$ cat config.mk
export PLATFORM = sky130hd
export DESIGN_NAME = pipeline_hazard_ctrl
export DESIGN_NICKNAME = d
export VERILOG_FILES = /design/src/rtl/pipeline_hazard_ctrl_pkg.sv /design/src/rtl/pipeline_hazard_ctrl_src_reg_decode.sv /design/src/rtl/pipeline_hazard_ctrl.sv
export SDC_FILE = /design/constraint.sdc
export NUM_CORES = 1
export LEC_CHECK = 0
export ABC_AREA = 0
export BUFFER_PORTS_ARGS = -buffer_cell sky130_fd_sc_hd__buf_2
export CORE_MARGIN = 5
export CORE_UTILIZATION = 30
export CTS_BUF_LIST = sky130_fd_sc_hd__clkbuf_8
export CTS_CLUSTER_SIZE = 10
export DETAILED_ROUTE_END_ITERATION = 7
export PLACE_DENSITY = 0.68
export SETUP_SLACK_MARGIN = 0.3
export SYNTH_ARGS = -nofsm -noshare
export SYNTH_HDL_FRONTEND = slang
export SYNTH_HIERARCHICAL = 1
export SYNTH_SLANG_ARGS = --single-unit
$ cat constraint.sdc
create_clock -name clock -period 3 [get_ports clock]
set_input_delay 0.9 -clock clock [delete_from_list [all_inputs] [get_ports clock]]
set_output_delay 0.9 -clock clock [all_outputs]
set_load 0.01 [all_outputs]
$ cat src/rtl/pipeline_hazard_ctrl_pkg.sv
// Shared ISA decode constants, FSM state encodings and the source-register record
// used by the pipeline hazard controller.
package pipeline_hazard_ctrl_pkg;

    localparam logic [4:0] OP_RTYPE = 5'b00000;
    localparam logic [4:0] OP_LW    = 5'b01000;
    localparam logic [4:0] OP_SW    = 5'b00111;
    localparam logic [4:0] OP_BNE   = 5'b00010;
    localparam logic [4:0] OP_BLT   = 5'b00110;
    localparam logic [4:0] OP_JR    = 5'b00100;

    localparam logic [4:0] ALU_MUL  = 5'b00110;
    localparam logic [4:0] ALU_DIV  = 5'b00111;

    localparam int OPC_MSB = 31;
    localparam int OPC_LSB = 27;
    localparam int RD_MSB  = 26;
    localparam int RD_LSB  = 22;
    localparam int RS_MSB  = 21;
    localparam int RS_LSB  = 17;
    localparam int RT_MSB  = 16;
    localparam int RT_LSB  = 12;
    localparam int ALU_MSB = 6;
    localparam int ALU_LSB = 2;

    localparam logic [0:0] ST_RUN     = 1'b0;
    localparam logic [0:0] ST_MD_WAIT = 1'b1;

    typedef struct packed {
        logic [4:0] num;
        logic       vld;
    } src_reg_t;

endpackage

$ cat src/rtl/pipeline_hazard_ctrl_src_reg_decode.sv
// Extracts the registers an FD-stage instruction reads; the valid bit says whether
// the field is a real source for that instruction class.
module src_reg_decode
    import pipeline_hazard_ctrl_pkg::*;
(
    input  logic [31:0] i_instr,
    output src_reg_t    o_rs,
    output src_reg_t    o_rt,
    output src_reg_t    o_rd
);

    logic [4:0] w_op;
    logic       w_unused_low;

    assign w_op = i_instr[OPC_MSB:OPC_LSB];

    // Stores and branches/jr read rd rather than writing it.
    assign o_rs = '{num: i_instr[RS_MSB:RS_LSB], vld: 1'b1};
    assign o_rt = '{num: i_instr[RT_MSB:RT_LSB], vld: (w_op == OP_RTYPE)};
    assign o_rd = '{num: i_instr[RD_MSB:RD_LSB],
                    vld: (w_op == OP_SW) || (w_op == OP_BNE) ||
                         (w_op == OP_BLT) || (w_op == OP_JR)};

    assign w_unused_low = ^i_instr[11:0];

endmodule

$ cat src/rtl/pipeline_hazard_ctrl.sv
// Pipeline latch sequencer: load-use bubbles, branch flushes and multdiv holds
// with a watchdog, plus a count of PC-stalled cycles.
module pipeline_hazard_ctrl
    import pipeline_hazard_ctrl_pkg::*;
#(
    parameter int MD_TIMEOUT = 40,
    parameter int CNT_W      = 6
) (
    input  logic        clock,
    input  logic        reset,
    input  logic [31:0] fd_instr,
    input  logic [31:0] dx_instr,
    input  logic        branch_taken,
    input  logic        md_ready,
    output logic        pc_enable,
    output logic        fd_enable,
    output logic        fd_clear,
    output logic        dx_enable,
    output logic        dx_clear,
    output logic        xm_clear,
    output logic        md_start,
    output logic        md_busy,
    output logic        md_timeout,
    output logic [31:0] stall_cycles
);

    // state      | meaning
    // ST_RUN     | normal flow; bubbles/flushes decided per cycle
    // ST_MD_WAIT | pipe frozen until md_ready or watchdog expiry

    logic [0:0]       r_state;
    logic [0:0]       w_next_state;
    logic [CNT_W-1:0] r_md_cnt;
    logic [31:0]      r_stall_cnt;

    src_reg_t   w_fd_rs;
    src_reg_t   w_fd_rt;
    src_reg_t   w_fd_rd;
    logic [4:0] w_dx_op;
    logic [4:0] w_dx_rd;
    logic [4:0] w_dx_alu;
    logic       w_dx_is_md;
    logic       w_dx_is_lw;
    logic       w_load_use;
    logic       w_md_expired;
    logic       w_unused_dx;

    src_reg_decode u_src_reg_decode (
        .i_instr (fd_instr),
        .o_rs    (w_fd_rs),
        .o_rt    (w_fd_rt),
        .o_rd    (w_fd_rd)
    );

    assign w_dx_op     = dx_instr[OPC_MSB:OPC_LSB];
    assign w_dx_rd     = dx_instr[RD_MSB:RD_LSB];
    assign w_dx_alu    = dx_instr[ALU_MSB:ALU_LSB];
    assign w_unused_dx = ^{dx_instr[RS_MSB:7], dx_instr[1:0]};

    assign w_dx_is_md = (w_dx_op == OP_RTYPE) &&
                        ((w_dx_alu == ALU_MUL) || (w_dx_alu == ALU_DIV));
    assign w_dx_is_lw = (w_dx_op == OP_LW);

    assign w_load_use = w_dx_is_lw && (w_dx_rd != 5'd0) &&
                        ((w_fd_rs.vld && (w_fd_rs.num == w_dx_rd)) ||
                         (w_fd_rt.vld && (w_fd_rt.num == w_dx_rd)) ||
                         (w_fd_rd.vld && (w_fd_rd.num == w_dx_rd)));

    assign w_md_expired = (r_md_cnt == CNT_W'(MD_TIMEOUT - 1));

    always_comb begin
        pc_enable    = 1'b1;
        fd_enable    = 1'b1;
        fd_clear     = 1'b0;
        dx_enable    = 1'b1;
        dx_clear     = 1'b0;
        xm_clear     = 1'b0;
        md_start     = 1'b0;
        md_busy      = 1'b0;
        md_timeout   = 1'b0;
        w_next_state = r_state;
        if (reset) begin
            pc_enable    = 1'b0;
            fd_enable    = 1'b0;
            dx_enable    = 1'b0;
            fd_clear     = 1'b1;
            dx_clear     = 1'b1;
            xm_clear     = 1'b1;
            w_next_state = ST_RUN;
        end else begin
            case (r_state)
                ST_RUN: begin
                    if (branch_taken) begin
                        fd_clear = 1'b1;
                        dx_clear = 1'b1;
                    end else if (w_dx_is_md) begin
                        md_start     = 1'b1;
                        pc_enable    = 1'b0;
                        fd_enable    = 1'b0;
                        dx_enable    = 1'b0;
                        xm_clear     = 1'b1;
                        w_next_state = ST_MD_WAIT;
                    end else if (w_load_use) begin
                        pc_enable = 1'b0;
                        fd_enable = 1'b0;
                        dx_clear  = 1'b1;
                    end
                end
                default: begin
                    md_busy = 1'b1;
                    // Release lets XM capture the mul/div; the watchdog only flags when md_ready is absent.
                    if (md_ready || w_md_expired) begin
                        md_timeout   = ~md_ready;
                        w_next_state = ST_RUN;
                    end else begin
                        pc_enable = 1'b0;
                        fd_enable = 1'b0;
                        dx_enable = 1'b0;
                        xm_clear  = 1'b1;
                    end
                end
            endcase
        end
    end

    always_ff @(posedge clock) begin
        if (reset) begin
            r_state     <= ST_RUN;
            r_md_cnt    <= '0;
            r_stall_cnt <= '0;
        end else begin
            r_state <= w_next_state;
            if (r_state == ST_RUN) begin
                r_md_cnt <= '0;
            end else begin
                r_md_cnt <= r_md_cnt + 1'b1;
            end
            if (!pc_enable) begin
                r_stall_cnt <= r_stall_cnt + 32'd1;
            end
        end
    end

    assign stall_cycles = r_stall_cnt;

endmodule

==> metrics.txt <==
status complete, but fails checks; failing checks negative setup slack; total congestion overflow 0; RSZ-0062 raised after global routing true; worst-margin pin slew between 0.9 and 1 ns; reg2reg setup slack around 0.20 ns; Worst Path Arrival around 2.4 ns; Min-Delay Path Class reg -> reg; Routed Wire Length ~7.1 mm; Top Ports roughly 110; largest net degree at the start of global routing 35; Fin. Hold Viols 0; Synthesis Warnings 6; Worst-Skew Late Latency around 0.30 ns; crit path launch type input pin; P per Cell Area 296 nW/um^2; CTS root buf clkbuf_8; DR WL/cell between 10 and 15 um; Critical Path, Cell by Cell buf_6 -> or4_4 -> a211o_1 -> o21bai_4 -> nor2b_1 -> o21ai_1 -> buf_2; Clock transition at path regs ~0.080 ns; Post-synth ARST share 0%; sequential area share after synthesis 33.1%; CP max-delay cell or4_4; fraction of layout cells with a size suffix above 1 between 40 and 50%; Final Wtd Congestion about 0.86; core box area ~7700 sq um; CTS H-tree lvls 2; Crit Path Class in -> out; synth unique cells 44; Rows 32; CTS tree built; slew margin rel. about two fifths; drt first-iter violations 135; WHS 0.439 ns; initial antenna violation count 0; Max FO, Critical Path 3; Setup Slack @ Placement -0.357 ns; Mapped Nets approximately 360; register bit total from synthesis 39; Via density about 4.9; Mean Syn Cell Area a little over 8 sq um; HPWL Detailed 4.97 mm; commonest non-fill, non-tap cells in the layout 74 x buf_2, 39 x dfxtp_1, 34 x nor2_1; Via Count between 2,000 and 2,500; Nets about 450; Hold-fix buffers, CTS 0; clk_skew ~0.0072 ns; Final min period 3.26 ns; initial core utilization 30.6%; Mapped Cells a little under 300; Worst Hold Depth 1; ys flop type dfxtp_1; First-pass DRT Iterations 4; critical path's largest stage delay about 0.54 ns; wl on met1 ~3.0 mm; fin worst setup slack -0.260 ns; Max-Cap Viols 0; number of global-route vias before repair roughly 2,300; Worst R2R Path Depth 7; Stages on worst setup path 7; Finished Cell Area ~3500 sq um; Top delay family on crit path simple AND/OR/NAND/NOR gates; placed inst area roughly 2900 sq um; Final Util between 40% and 50%; DRT antenna net count 0; GRT Overall Usage between 10 and 15%; die width 98.6 um; setup TNS -2.17 ns; critical path required time 2.10 ns; Die ar. 9730 sq um; port buffer count 78; Worst Path Buf+Inv 2; clk sink count 39; Layout area overhead 46.9%; Num CTS Buffers 5; Max VDD drop about 150 uV; Die Y 98.6 um; Fmax slightly above 0.3 GHz; Pleak around 0.0013 uW; antenna fix cells 0; Synth Cell Area 2360 sq um; Max Slew Vio Count 0; DRC viols 0; setup violators final 18; met3 WL between 200 and 250 um; fin crit share 109%; first-pass GRT wire length between 10 and 15 mm; Max clock buf depth 2; Max Used Layer met4; most common cell after layout, fill and taps aside buf_2; CP Capture Type output port; routed wl met2 approximately 3.7 mm; EDFF count, synth 0
==> path summary, 6_finish.rpt <==
kind	from	end
worst max register to register	stall_cycles[5]	stall_cycles[30]
worst min-delay path	r_md_cnt[0]	r_md_cnt[0]
worst min register to register	r_md_cnt[0]	r_md_cnt[0]
worst max-delay path	dx_instr[28]	dx_clear
==> logic make-up after synthesis <==
logic type               Yosys count  synth area share, %
AO/OA/AOI/OAI                     35                 10.1
XOR/XNOR                          39                 14.5
adder cells (fa/ha/maj)            3                 1.49
buffers and inverters             36                 8.55
flip-flops                        39                 33.1
multiplexers                       1                0.478
other                              1                0.159
AND/OR/NAND/NOR                  135                 31.5
==> layout make-up <==
class	count	area (sq um)
Tap cell	102	128
Sequential cell	39	781
Fill cell	758	4230
Clock inverter	1	7.51
Inverter	12	45.0
Timing Repair Buffer	112	717
Multi-Input combinational cell	214	1690
Clock buffer	7	96.3
==> through the flow <==
| stage | total power (uW) | cells |
|---|---|---|
| 3_3_place_gp | 619 | 466 |
| 6_report | 1020 | 487 |
| 2_1_floorplan | 589 | 289 |
| 5_1_grt | 1060 | 487 |
| 4_1_cts | 1030 | 482 |
| 3_5_place_dp | 622 | 466 |
==> power breakdown <==
part | leakage [uW] | switching [uW] | total [uW] | internal, uW
Sequential | 0.000314 | 0.0333 | 517 | 517
Combinational | 0.000971 | 49.6 | 101 | 51.5
Clock | 0.0000505 | 196 | 405 | 209
==> synthesized netlist by cell type, types with 2 or more instances <==
cell type | count | area (sq um)
dfxtp_1 | 39 | 781
nor2_1 | 36 | 135
xnor2_1 | 29 | 254
nand2_1 | 19 | 71.3
buf_4 | 17 | 128
nand3_1 | 14 | 70.1
inv_1 | 12 | 45.0
a21oi_1 | 10 | 50.1
xor2_1 | 10 | 87.6
nand4_1 | 9 | 56.3
o21ai_0 | 9 | 45.0
a2111oi_0 | 8 | 70.1
or3_1 | 8 | 50.1
and3_1 | 7 | 43.8
nor3_1 | 7 | 35.0
or4_1 | 7 | 52.6
nor4_1 | 6 | 37.5
clkbuf_1 | 5 | 18.8
and2_1 | 4 | 25.0
nor3b_1 | 3 | 22.5
and4_1 | 2 | 17.5
buf_2 | 2 | 10.0
ha_1 | 2 | 25.0
nand4b_1 | 2 | 17.5
nor2b_1 | 2 | 12.5
o31ai_1 | 2 | 15.0
==> flip-flops by register name, summed over array words and instances (netlist names) <==
name	count
stall_cycles	32
r_state	1
r_md_cnt	6
==> what timing repair did <==
item	CTS	global route
setup buffers	8	5
gates resized for setup	41	29
endpoints found under the setup margin	21	34
pin swaps	26	15
==> layer usage <==
layer  vias up  GRT usage (%)
met5         -              0
li1       1202              -
met1      1143           16.5
met3        10           2.62
met2        44           23.7
met4         0           5.15
Power figures use the tool's default switching activity.
